$ cat src/rtl/shiftreg_rx_ctrl_if.sv
// Word output handshake between the serial receiver and its parallel consumer.
//   dout       : received word (producer -> consumer)
//   dout_valid : dout holds an unconsumed word
//   dout_ready : consumer accepts dout when dout_valid & dout_ready
// master = receiver side, slave = consumer side.
interface shiftreg_rx_ctrl_if #(
  parameter int N = 8
);
  logic [N-1:0] dout;
  logic         dout_valid;
  logic         dout_ready;

  modport master (output dout, output dout_valid, input  dout_ready);
  modport slave  (input  dout, input  dout_valid, output dout_ready);
endinterface

$ cat src/rtl/shiftreg_rx_ctrl.sv
// Serial-in word assembler. Frames a word on start, shifts in N bits MSB
// first on bit_en strobes, and hands each completed word to a holding
// register exposed on a valid/ready handshake. Words arriving while the
// holding register is still full (and not being accepted) are dropped and
// flagged in the sticky overrun bit.
//   clk, reset   : clock, synchronous active-low reset
//   start        : frame start / restart (aborts a partial frame)
//   cont         : 1 = keep shifting after each word, 0 = return to idle
//   bit_en, sin  : bit strobe and serial data
//   rx           : dout / dout_valid / dout_ready handshake (master)
//   busy         : frame in progress
//   bit_cnt      : bits captured in current frame (0..N-1)
//   overrun, clr_ovr : sticky drop flag and its clear
module shiftreg_rx_ctrl #(
  parameter int N  = 8,
  parameter int CW = $clog2(N)
) (
  input  logic          clk,
  input  logic          reset,
  input  logic          start,
  input  logic          cont,
  input  logic          bit_en,
  input  logic          sin,
  shiftreg_rx_ctrl_if.master rx,
  output logic          busy,
  output logic [CW-1:0] bit_cnt,
  output logic          overrun,
  input  logic          clr_ovr
);

  typedef enum logic {IDLE, SHIFT} state_t;

  state_t        state_q, state_d;
  logic [N-1:0]  sreg_q, sreg_d;
  logic [CW-1:0] cnt_q, cnt_d;
  logic [N-1:0]  dout_q;
  logic          valid_q;
  logic          ovr_q;
  logic          word_done;
  logic [N-1:0]  new_word;
  logic          accept;
  logic          drop;

  assign new_word = {sreg_q[N-2:0], sin};
  assign accept   = valid_q & rx.dout_ready;
  // A completed word can only land if the register is empty or being
  // drained in this very cycle; otherwise it is lost.
  assign drop     = word_done & valid_q & ~rx.dout_ready;

  always_comb begin
    state_d   = state_q;
    sreg_d    = sreg_q;
    cnt_d     = cnt_q;
    word_done = 1'b0;
    case (state_q)
      IDLE: begin
        // A bit strobed together with start is not part of the new frame.
        if (start) begin
          state_d = SHIFT;
          sreg_d  = '0;
          cnt_d   = '0;
        end
      end
      SHIFT: begin
        if (start) begin
          sreg_d = '0;
          cnt_d  = '0;
        end else if (bit_en) begin
          if (cnt_q == CW'(N-1)) begin
            word_done = 1'b1;
            sreg_d    = '0;
            cnt_d     = '0;
            state_d   = cont ? SHIFT : IDLE;
          end else begin
            sreg_d = new_word;
            cnt_d  = cnt_q + CW'(1);
          end
        end
      end
      default: state_d = IDLE;
    endcase
  end

  always_ff @(posedge clk) begin
    if (!reset) begin
      state_q <= IDLE;
      sreg_q  <= '0;
      cnt_q   <= '0;
      dout_q  <= '0;
      valid_q <= 1'b0;
      ovr_q   <= 1'b0;
    end else begin
      state_q <= state_d;
      sreg_q  <= sreg_d;
      cnt_q   <= cnt_d;
      if (word_done && !drop) begin
        dout_q  <= new_word;
        valid_q <= 1'b1;
      end else if (accept) begin
        valid_q <= 1'b0;
      end
      // Set beats clear when both happen in one cycle.
      if (drop)         ovr_q <= 1'b1;
      else if (clr_ovr) ovr_q <= 1'b0;
    end
  end

  assign rx.dout       = dout_q;
  assign rx.dout_valid = valid_q;
  assign busy          = (state_q == SHIFT);
  assign bit_cnt       = cnt_q;
  assign overrun       = ovr_q;

endmodule
$ cat src/flat_wrapper.sv
// flat-port wrapper written by rule: the top's interface ports become plain ports
module shiftreg_rx_ctrl_flat 
#(
  parameter int N  = 8,
  parameter int CW = $clog2(N)
)
  (clk, reset, start, cont, bit_en, sin, busy, bit_cnt, overrun, clr_ovr, rx_dout, rx_dout_valid, rx_dout_ready);
  shiftreg_rx_ctrl_if #(.N(N)) rx_i ();
  input  logic clk;
  input  logic reset;
  input  logic start;
  input  logic cont;
  input  logic bit_en;
  input  logic sin;
  output logic busy;
  output logic [CW-1:0] bit_cnt;
  output logic overrun;
  input  logic clr_ovr;
  output wire logic [$bits(rx_i.dout)-1:0] rx_dout;
  output wire logic [$bits(rx_i.dout_valid)-1:0] rx_dout_valid;
  input wire logic [$bits(rx_i.dout_ready)-1:0] rx_dout_ready;
  assign rx_dout = rx_i.dout;
  assign rx_dout_valid = rx_i.dout_valid;
  assign rx_i.dout_ready = rx_dout_ready;
  shiftreg_rx_ctrl #(.N(N), .CW(CW)) u_core (.clk(clk), .reset(reset), .start(start), .cont(cont), .bit_en(bit_en), .sin(sin), .rx(rx_i), .busy(busy), .bit_cnt(bit_cnt), .overrun(overrun), .clr_ovr(clr_ovr));
endmodule
$ cat config.mk
export PLATFORM = sky130hd
export DESIGN_NAME = shiftreg_rx_ctrl_flat
export DESIGN_NICKNAME = d
export VERILOG_FILES = /design/src/rtl/shiftreg_rx_ctrl_if.sv /design/src/rtl/shiftreg_rx_ctrl.sv /design/src/flat_wrapper.sv
export SDC_FILE = /design/constraint.sdc
export NUM_CORES = 1
export LEC_CHECK = 0
export CAP_MARGIN = 20
export CORE_ASPECT_RATIO = 1.1
export CORE_MARGIN = 2
export CORE_UTILIZATION = 40
export CTS_BUF_LIST = sky130_fd_sc_hd__clkbuf_4 sky130_fd_sc_hd__clkbuf_8 sky130_fd_sc_hd__clkbuf_16
export CTS_CLUSTER_DIAMETER = 40
export DETAILED_ROUTE_END_ITERATION = 7
export HOLD_SLACK_MARGIN = 0.08
export PLACE_DENSITY = 0.67
export SLEW_MARGIN = 20
export SYNTH_ARGS = -nofsm -noshare
export SYNTH_HDL_FRONTEND = slang
export SYNTH_SLANG_ARGS = --single-unit
export TNS_END_PERCENT = 100
$ cat constraint.sdc
create_clock -name clk -period 2.1 [get_ports clk]
set_clock_uncertainty 0.2 [all_clocks]
set_input_delay 0.315 -clock clk [delete_from_list [all_inputs] [get_ports clk]]
set_output_delay 0.315 -clock clk [all_outputs]
set_load 0.005 [all_outputs]
==> flow_summary.ini, run 1 <==
[status]
status = complete, no violations

[sta]
period_minus_slack_ps = 1750
min_period_over_period_pct = 83.4
worst_pin_slew_ps = 379
rsz0062_at_grt = no
slew_headroom_pct = 74.7
tns_ps = 0
holdWs_ps = 264
fin_ws_ps = 349
slew_viol_final = 0
finalSetupViolCount = 0
fmax_mhz = 571
hold_viol_final = 0

[grt]
grt_start_max_net_pins = 19
grt_pass1_wl_mm = 3.05
grt_pass1_vias = 670
globalRouteOverflowTotal = 0
track_usage_pct = 15.2
antenna_found_initial = 0

[setup_path]
crit_type = flop to primary output
worstPathRequired_ps = 1580
crit_path_max_incr_delay_ps = 520
crit_buf_inv = 1
cp-end-kind = primary output
cp_cell_sequence = clkdlybuf4s50_1
crit_family = buffers and inverters
critPathArrivalTime_ps = 1240
worstSetupStartpointType = flop
worst-path-max-fanout = 3
crit_slowest_cell = clkdlybuf4s50_1

[clock_tree]
cts_hold_buf = 0
numClockSinks = 21
postCtsSetupRepairBufs = 0
numCtsBuffers = 3
cts_tree = done
root_buffer = clkbuf_4
htree_levels = 1
cts.path.max_buffers = 2
cts_resized = 0
clk_latency_ps = 300
path_clk_slew_ps = 120

[die]
die_w_um = 49.1
die-area_sq_um = 2630
start_util_pct = 43.4
die_h_um = 53.6
fp-row-count = 17
io_pins = 22
fp.coreArea_sq_um = 2060

[flow_run]
cap_violations = 0

[place]
hpwlAfterDp_mm = 1.24
dp_cells = 142
post_dp_cell_area_sq_um = 1130
pre_cts_slack_ps = 280
place_congestion = 0.731
portBuffers = 21

[synth]
synthAdderAreaFrac_pct = 2.79
yosysUniqueCellTypes = 21
yosys.area.top_type_share_pct = 46.9
synth.avg_cell_area_sq_um = 9.43
synth_warnings = 0
syn_inst = 95
synth_seq_area_share_pct = 46.9
synth.ff_latch_count = 21
synth.top_cells.by_area = dfxtp_1 47%, nand2_1 10%, mux2i_1 10%
synth-compound-area-share_pct = 7.12
synth-xor-area-share_pct = 0
synth_top_family_by_area = simple AND/OR/NAND/NOR gates
netlist_area_sq_um = 896
synth_nets = 105
synthSimpleGateAreaFrac_pct = 27.8
muxShareOfSynthArea_pct = 10.1
synth_largest_area_cell = dfxtp_1

[routing]
post_drt_wl_per_cell_um = 11.9
vias_per_cell = 4.93
drt-total-wl_mm = 1.73
postRouteAntennaNets = 0
num_vias = 720
detail_route.iter0.violations = 10
firstDrtPassIters = 4
drc_errors = 0

[cells_and_area]
layout_common_cells = 25 x nand2_1, 21 x clkdlybuf4s50_1, 21 x dfxtp_1
drive_above_1_share_pct = 9.32
seq_area_sq_um = 420
post-route-util_pct = 56.0
multi_input_area_sq_um = 428
area_delta_synth_final_pct = 28.9
fillers = 200
postLayoutCellArea_sq_um = 1150
fin_nets = 129
final_common_cell = nand2_1
layout.cells.non_filler = 146
diodes = 0

[pwr]
peakVddDrop_v = 0.000374
finalPower_mw = 0.644
power.leakage_nw = 0.405
pwr_density_cell_nw_per_um2 = 557

[hold_path]
hold_class = flop to flop
-- metal layers --
layer / wire length (um) / share of wire (%) / global-route usage, % / vias up
met5: 0 / 0 / 0 / -
met4: 17 / 0.98 / 8.57 / 0
met3: 74 / 4.3 / 3.06 / 2
met2: 835 / 48 / 25.0 / 17
met1: 806 / 47 / 19.0 / 329
li1: - / - / - / 372
-- path summary, 6_finish.rpt --
path / start / endpoint / slack (ps) / cells past startpoint
max reg2reg: u_core.bit_cnt[0] / u_core.rx.dout[5] / 380 / 5
min reg2reg: u_core.rx.dout[1] / u_core.rx.dout[1] / 260 / 2
min: u_core.rx.dout[1] / u_core.rx.dout[1] / 260 / 2
max: u_core.busy / busy / 350 / 1
-- cells by family after synthesis --
kind of cell               after synthesis
muxes                                    9
AOI/OAI and AO/OA                       12
buffers and inverters                    7
and+or+nand+nor                         44
adders and majority gates                2
DFF                                     21
-- power breakdown --
group	switching (mW)	internal, mW	total (mW)
combinational	0.0244	0.0242	0.0486
clock	0.121	0.0709	0.192
sequential	0.00262	0.401	0.403
-- flip-flops by register name, summed over array words and instances, names as in the netlist --
signal and flops:
u_core.bit_cnt 3, u_core.busy 1, u_core.overrun 1, u_core.rx.dout 8, u_core.rx.dout_valid 1, u_core.sreg_q 7
-- final cells by class --
| cell class | instances | share of cell area (%) |
|---|---|---|
| timing repair buffer | 25 | 20.8 |
| clock buffer | 3 | 1.95 |
| inverter | 1 | 0.325 |
| clock inverter | 1 | 0.433 |
| multi-input combinational | 67 | 37.1 |
| sequential | 21 | 36.4 |
| tap | 28 | 3.03 |
-- synthesized netlist by cell type --
cell / count
a21oi_1: 10
nor2_1: 2
o22ai_1: 1
buf_2: 4
nand2b_1: 2
nand4b_4: 1
inv_1: 1
buf_1: 1
nand3_1: 2
nand3b_1: 1
mux2i_1: 9
nor2b_4: 1
and2_1: 1
dfxtp_1: 21
a21boi_1: 1
nand2_1: 25
nand4b_1: 7
nand2_2: 1
ha_1: 2
buf_12: 1
nor2b_1: 1
(Power assumes the default switching activity.)
==> run 2, diff against run 1 <==
Clock period 2.1 ns to 1.77 ns, I/O delays scaled along.
==> flow_summary.ini, run 2 (same netlist as run 1, synthesis figures left out) <==
[status]
status = complete, no violations

[setup_path]
ff2ff_path_depth = 6
worstPathRequired_ps = 1300
crit_slowest_cell = clkdlybuf4s50_1
crit_family = buffers and inverters
rrSetupSlack_ps = 150
crit_type = flop to primary output
worstSetupStartpointType = flop
crit_buf_inv = 1
critPathArrivalTime_ps = 1240
crit_path_max_incr_delay_ps = 530
r2r_start = u_core.bit_cnt[1]
cp-end-kind = primary output
cp.depth = 1
worst-path-max-fanout = 3
cp_cell_sequence = clkdlybuf4s50_1
startpoint = u_core.busy

[grt]
grt-busiest-layer = met2
use_met1_pct = 16.6
grt_pass1_vias = 689
track_usage_pct = 15.4
antenna_found_initial = 0
grt_pass1_wl_mm = 3.06
globalRouteOverflowTotal = 0
grt_start_max_net_pins = 20
grt_use_met3_pct = 3.89
met2_usage_pct = 28.2

[cells_and_area]
area_delta_synth_final_pct = 31.3
seq_area_sq_um = 422
largest_register_ffs = 8
drive_above_1_share_pct = 10.9
fillers = 221
layout_common_cells = 25 x nand2_1, 21 x clkdlybuf4s50_1, 20 x dfxtp_1
final_common_cell = nand2_1
multi_input_area_sq_um = 428
fin_nets = 130
post-route-util_pct = 57.0
diodes = 0

[pwr]
power.leakage_nw = 0.414
peakVddDrop_v = 0.000464
pwr_density_cell_nw_per_um2 = 649

[place]
place_congestion = 0.733
portBuffers = 21
pre_cts_slack_ps = -2.47
hpwlAfterDp_mm = 1.19

[sta]
fin_ws_ps = 61.4
period_minus_slack_ps = 1710
fmax_mhz = 585
rsz0062_at_grt = no
hold_viol_final = 0
worst_pin_slew_ps = 391
slew_headroom_pct = 73.9
tns_ps = 0
min_period_over_period_pct = 96.5
slew_viol_final = 0
finalSetupViolCount = 0

[die]
die_h_um = 53.6
start_util_pct = 43.4
io_pins = 22
fp-row-count = 17
die-area_sq_um = 2630
fp.coreArea_sq_um = 2060
die_w_um = 49.1

[routing]
drt-total-wl_mm = 1.72
postRouteAntennaNets = 0
drc_errors = 0
detail_route.iter0.violations = 23
vias_per_cell = 4.81
post_drt_wl_per_cell_um = 11.7
firstDrtPassIters = 4
num_vias = 707

[clock_tree]
root_buffer = clkbuf_4
htree_levels = 1
numCtsBuffers = 3
cts.path.max_buffers = 2
cts_tree = done
numClockSinks = 21
path_clk_slew_ps = 120
clk_latency_ps = 300

[flow_run]
cap_violations = 0

[hold_path]
whs_path_depth = 2
holdCritStartpoint = u_core.rx.dout[2]
hold_class = flop to flop
-- run 2: changes by cell type in the layout (fill, tap and decap cells not counted) --
cell | previous run | this run
buf_12 | 0 | 1
dfxtp_1 | 21 | 20
dfxtp_2 | 0 | 1
-- run 2: report_power, final --
group          internal, mW  switching, mW
combinational        0.0288         0.0294
sequential            0.475        0.00317
clock                0.0842          0.142
-- run 2: repair_timing --
action | 4_1_cts | 5_1_grt
hold buffers | 0 | 0
endpoints found under the hold margin | 0 | 0
setup buffers | 0 | 1
endpoints found under the setup margin | 0 | 8
resized for setup | 0 | 1
-- run 2: metal layers --
metal	wire length, um	vias to the layer above
li1	-	373
met1	784	321
met2	869	11
met3	56	2
met4	12	0
met5	0	-
-- run 2: worst paths after layout --
check / to
hold / removal: u_core.rx.dout[2]
setup reg to reg: u_core.rx.dout[5]
setup / recovery: busy
hold reg to reg: u_core.rx.dout[2]
-- run 2: per-stage QoR --
step | power (mW) | hold slack (ps) | cells | cell area, sq um
final | 0.763 | 263 | 147 | 1180
after global routing | 0.801 | 287 | 147 | 1180
after CTS | 0.775 | 268 | 146 | 1150
after detailed placement | 0.548 | 245 | 142 | 1130
after global placement | 0.547 | 243 | 142 | 1130
after floorplan | 0.516 | 204 | 95 | 896
-- run 2: area by class of cell --
class                      count  area share (%)
clock buffer                   3            1.91
clock inverter                 1           0.426
inverter                       1           0.319
multi-input combinational     67            36.4
sequential                    21            35.9
tap                           28            2.98
timing repair buffer          26            22.1
==> run 3, diff against run 2 <==
Settings changed: ABC_CLOCK_PERIOD_IN_PS from default to 1770.
==> results of run 3 <==
The final DEF is identical to that of run 2; final timing and power are the same.
